===== src/rtl/alu_operand_sequencer.sv =====
// alu_operand_sequencer
//   Serial operand loader in front of the 4-bit ALU. One debounced press of
//   step_btn latches the switches into A, then B, then the function code.
//   The ALU result and flags are captured once per operation.
//   Optional macro ACCUM_CHAIN_EN: a step out of S_EXEC copies result_q into
//   op_a and resumes at S_B, so each operation starts from the previous result.
module alu_operand_sequencer #(
    parameter int DEBOUNCE_CYCLES = 16   // stable cycles to accept a level, >= 2
) (
    input  logic       clk,
    input  logic       rst_n,
    input  logic       ena,
    input  logic [3:0] sw_in,
    input  logic       step_btn,
    input  logic [3:0] alu_result,
    input  logic [3:0] alu_flags,
    output logic [3:0] op_a,
    output logic [3:0] op_b,
    output logic [3:0] op_func,
    output logic       op_valid,
    output logic [1:0] state_out,
    output logic [3:0] result_q,
    output logic [3:0] flags_q
);

    localparam int CW = $clog2(DEBOUNCE_CYCLES);
    localparam logic [CW-1:0] CNT_LAST = CW'(DEBOUNCE_CYCLES - 1);

    typedef enum logic [1:0] {
        S_A    = 2'b00,
        S_B    = 2'b01,
        S_F    = 2'b10,
        S_EXEC = 2'b11
    } state_t;

    logic          sync0, sync1;
    logic          deb_lvl;
    logic [CW-1:0] deb_cnt;
    logic          step;
    state_t        state, state_nxt;
    logic          cap_pend;   // high during the first cycle spent in S_EXEC
    logic          ld_a, ld_b, ld_f, ld_a_res, cap;

    // Two-flop synchronizer; free-running so ena does not stall metastability settling
    always_ff @(posedge clk or negedge rst_n) begin
        if (!rst_n) begin
            sync0 <= 1'b0;
            sync1 <= 1'b0;
        end else begin
            sync0 <= step_btn;
            sync1 <= sync0;
        end
    end

    // Debounce: accept a new level after DEBOUNCE_CYCLES consecutive differing cycles
    always_ff @(posedge clk or negedge rst_n) begin
        if (!rst_n) begin
            deb_cnt <= '0;
            deb_lvl <= 1'b0;
        end else if (ena) begin
            if (sync1 != deb_lvl) begin
                if (deb_cnt == CNT_LAST) begin
                    deb_lvl <= sync1;
                    deb_cnt <= '0;
                end else begin
                    deb_cnt <= deb_cnt + 1'b1;
                end
            end else begin
                deb_cnt <= '0;
            end
        end
    end

    // Step is the rising toggle of the debounced level, aligned with that toggle
    // so the FSM advances on the same edge the level is accepted.
    assign step = ena && sync1 && !deb_lvl && (deb_cnt == CNT_LAST);

    // FSM state register
    always_ff @(posedge clk or negedge rst_n) begin
        if (!rst_n)   state <= S_A;
        else if (ena) state <= state_nxt;
    end

    // Next state and register-load strobes
    always_comb begin
        state_nxt = state;
        ld_a      = 1'b0;
        ld_b      = 1'b0;
        ld_f      = 1'b0;
        ld_a_res  = 1'b0;
        cap       = 1'b0;
        case (state)
            S_A: if (step) begin
                ld_a      = 1'b1;
                state_nxt = S_B;
            end
            S_B: if (step) begin
                ld_b      = 1'b1;
                state_nxt = S_F;
            end
            S_F: if (step) begin
                ld_f      = 1'b1;
                state_nxt = S_EXEC;
            end
            S_EXEC: begin
                cap = cap_pend;
                if (step) begin
`ifdef ACCUM_CHAIN_EN
                    ld_a_res  = 1'b1;
                    state_nxt = S_B;
`else
                    state_nxt = S_A;
`endif
                end
            end
            default: state_nxt = S_A;
        endcase
    end

    // Operand and result registers; everything freezes while ena is low
    always_ff @(posedge clk or negedge rst_n) begin
        if (!rst_n) begin
            op_a     <= '0;
            op_b     <= '0;
            op_func  <= '0;
            result_q <= '0;
            flags_q  <= '0;
            cap_pend <= 1'b0;
        end else if (ena) begin
            if (ld_a)     op_a    <= sw_in;
            if (ld_a_res) op_a    <= result_q;
            if (ld_b)     op_b    <= sw_in;
            if (ld_f)     op_func <= sw_in;
            if (cap) begin
                result_q <= alu_result;
                flags_q  <= alu_flags;
            end
            cap_pend <= ld_f;
        end
    end

    assign op_valid  = (state == S_EXEC);
    assign state_out = state;

endmodule

===== config.mk =====
export PLATFORM = sky130hd
export DESIGN_NAME = alu_operand_sequencer
export DESIGN_NICKNAME = d
export VERILOG_FILES = /design/src/rtl/alu_operand_sequencer.sv
export SDC_FILE = /design/constraint.sdc
export NUM_CORES = 1
export LEC_CHECK = 0
export CAP_MARGIN = 25
export CELL_PAD_IN_SITES_DETAIL_PLACEMENT = 1
export CELL_PAD_IN_SITES_GLOBAL_PLACEMENT = 1
export CORE_UTILIZATION = 39
export DETAILED_ROUTE_END_ITERATION = 10
export GPL_TIMING_DRIVEN = 0
export PLACE_DENSITY = 0.91
export RECOVER_POWER = 50
export SYNTH_ARGS = -nofsm -noshare
export SYNTH_HDL_FRONTEND = slang
export SYNTH_SLANG_ARGS = --single-unit

===== constraint.sdc =====
create_clock -name clk -period 2.9 [get_ports clk]
set_input_delay 0.435 -clock clk [delete_from_list [all_inputs] [get_ports clk]]
set_output_delay 0.435 -clock clk [all_outputs]
set_load 0.05 [all_outputs]

==> metrics.yaml <==
outcome: "finished clean"
nets: 158
max_stage_delay_ns: 0.83
crit_slowest_cell: "clkdlybuf4s50_1"
drc: 0
start_util: 0.414
synthAdderAreaFrac: 0.0589
post_cts_buffers: 0
hp-class: "input port to flip-flop"
vdd_drop_max_mv: 0.320
ys.flop_type: "dfrtp_1"
cts_htree_levels: 2
rsz0062_at_grt: "no"
cts_tree: "built"
dp_hpwl_mm: 2.28
vias: 903
maxCapViolations: 0
reg2reg_depth: 5
cts_buffers: 5
synthMuxAreaShare: 0.218
grt_pass1_wl_mm: 5.04
drt_iter0_drc: 12
tightest_slew_ns: 1.15
fmax_mhz: 440
drtPass1Iterations: 3
synth.distinct_cells: 20
netlist_top_cells_count: "30 x dfrtp_1, 21 x mux2_2, 9 x nand3_1, 7 x inv_1, 6 x ha_1"
final_util: 0.572
worstPathMaxFanout: 5
syn_to_final_growth_pct: 38.3
ctsRootBufferMaster: "clkbuf_4"
ios: 39
r2r-end: "state_out[1]"
ff2ff_setup_slack_ns: 0.92
p_switching_w: 0.000341
synth_seq_cells: 30
n_fill_cell: 332
power_frac_comb: 0.278
worst_hold_startpoint: "ena"
synth_top_family_by_area: "multiplexers"
setup_tns_ns: 0
cts_resized: 0
r2r-start: "state_out[1]"
critical_path_arrival_ns: 1.84
final_cell_area_sq_um: 1760
n_antenna_cell: 0
antenna_found_initial: 0
swShare: 0.340
final-setup-viol-count: 0
total_leakage_power_nw: 0.829
clk_latency_ns: 0.34
place_congestion: 0.693
crit_family: "buffers and inverters"
cp-end-kind: "output pin"
drive_gt1_frac: 0.219
setup_ws_ns: 0.625
ys_warn_count: 0
postPlaceCellArea_sq_um: 1730
max_slew_margin: 0.231
fin_skew_ns: 0.0103
min_period_ns: 2.27
die_w_um: 59.2
pre_cts_slack_ns: 0.920
synth_cells: 91
wire_per_inst_um: 16.7
grt_usage: 0.211
path_class: "flip-flop to output pin"
clkPwrFrac: 0.260
p_seq_frac: 0.462
clock_sinks: 30
syn_area_per_cell_sq_um: 14.0
hold_buffers: 0
synthTopCellsByArea: "dfrtp_1 59%, mux2_2 19%, ha_1 5.9%"
ys_seq_area_frac: 0.589
first_global_vias: 1042
clkSlewWorstSetupHoldPaths_ns: 0.09
vias_per_cell: 4.99
synth-xor-area-share: 0.00688
die_h_um: 59.2
wirelength_mm: 3.03
synth-compound-area-share: 0.0334
post-synth-top-count-cell: "dfrtp_1"
power_w: 0.00100
path_buf_inv: 1
clk_path_buf_depth: 2
num_rows: 20
synthArstFlopShare: 1.00
holdPathEnd: "deb_cnt[0]"
grt_start_max_net_pins: 22
required_ns: 2.47
hold_violations: 0
worstPathCellList: "ha_1 -> clkdlybuf4s50_1"
intPower_w: 0.000662
core_sq_um: 3080
power_density_nw_per_um2: 569
io_buffers: 37
synthSimpleGateAreaFrac: 0.0629
min_path_cells: 2
finalMaxSlewViolations: 0
critPathLaunchType: "flip-flop"
synth_edf_count: 0
drtAntennaViolNets: 0
yosys.area.top_type: "dfrtp_1"
die-area_sq_um: 3500
post-route-period-util: 0.784
gr-total-overflow: 0
synth_area_sq_um: 1270
synth_top_area_frac: 0.589
syn_nets: 113
==> state kept, by name (all words and copies together) (netlist names), 2 cells and up <==
| name | cells |
|---|---|
| deb_cnt | 4 |
| flags_q | 4 |
| op_a | 4 |
| op_b | 4 |
| op_func | 4 |
| result_q | 4 |
| state_out | 2 |
==> layout make-up <==
| class | count | area, sq um | area share |
|---|---|---|---|
| Timing Repair Buffer | 38 | 374 | 0.212 |
| Multi-Input combinational cell | 52 | 484 | 0.275 |
| Sequential cell | 30 | 751 | 0.426 |
| Clock buffer | 7 | 55.1 | 0.0312 |
| Inverter | 7 | 26.3 | 0.0149 |
| Buffer | 2 | 11.3 | 0.00639 |
| Tap cell | 44 | 55.1 | 0.0312 |
| Clock inverter | 1 | 5.00 | 0.00284 |
==> cell usage in the layout (no fill, tap or decap) <==
| cell type | netlist | layout |
|---|---|---|
| xor2_1 | 1 | 1 |
| nor2b_1 | 1 | 1 |
| clkbuf_4 | 0 | 5 |
| clkbuf_1 | 0 | 3 |
| dfrtp_1 | 30 | 30 |
| buf_4 | 1 | 1 |
| and4_1 | 1 | 1 |
| a21oi_1 | 1 | 1 |
| clkinv_2 | 0 | 1 |
| a31oi_1 | 1 | 1 |
| ha_1 | 6 | 6 |
| inv_1 | 7 | 7 |
| nand3_1 | 9 | 9 |
| clkdlybuf4s50_1 | 0 | 35 |
| nand2b_1 | 1 | 1 |
| mux2i_1 | 3 | 3 |
| o2bb2ai_2 | 1 | 1 |
| mux2_2 | 21 | 21 |
| clkbuf_8 | 0 | 1 |
| mux2_1 | 1 | 1 |
| or4b_1 | 1 | 1 |
| o21ai_0 | 2 | 2 |
| dlygate4sd3_1 | 0 | 2 |
| o22ai_1 | 1 | 1 |
| nor2_1 | 1 | 1 |
==> logic make-up (layout without fill, tap and decap cells) <==
logic type / after synthesis / after routing
fa+ha+maj: 6 / 6
simple gates: 14 / 14
compound gates: 6 / 6
mux: 25 / 25
flops: 30 / 30
buf+inv: 9 / 55
xor+xnor: 1 / 1
==> per-layer routing <==
layer,track usage,share of wire,vias up
met2,0.343,0.53,28
li1,-,-,408
met1,0.241,0.40,459
met3,0.0546,0.047,8
met5,0,0,-
met4,0.150,0.023,0
==> power groups by stage <==
stage	registers, W	clock network [W]	logic, W
global route	0.000467	0.000284	0.000302
detailed placement	0.000472	0	0.000286
global placement	0.000469	0	0.000254
CTS	0.000463	0.000270	0.000288
finish	0.000463	0.000261	0.000279
floorplan	0.000517	0	0.000122
==> worst register-to-register path: cells and delay by family (launching register included) <==
family | cells | cell delay, ns
AND/OR/NAND/NOR | 1 | 0.54
buffers and inverters | 1 | 0.11
adder cells (fa/ha/maj) | 1 | 0.21
multiplexers | 1 | 0.36
flip-flops | 1 | 0.43
AO/OA/AOI/OAI | 1 | 0.23
==> how the worst max path moves through the flow <==
stage,startpoint,end,slack (ns),depth (start not counted)
2_1_floorplan,state_out[0],state_out[1],0.66,4
3_3_place_gp,rst_n,deb_cnt[2],0.97,1
3_5_place_dp,state_out[1],state_out[1],0.92,5
4_1_cts,state_out[1],op_valid,0.62,2
5_1_grt,state_out[1],op_valid,0.59,2
6_report,state_out[1],op_valid,0.63,2
==> stage by stage <==
step	cells	hold slack, ns
5_1_grt	181	0.347
3_3_place_gp	172	0.336
4_1_cts	181	0.337
3_5_place_dp	173	0.342
2_1_floorplan	91	0.139
6_report	181	0.348
Note: power is estimated with default switching activity, not from simulation.
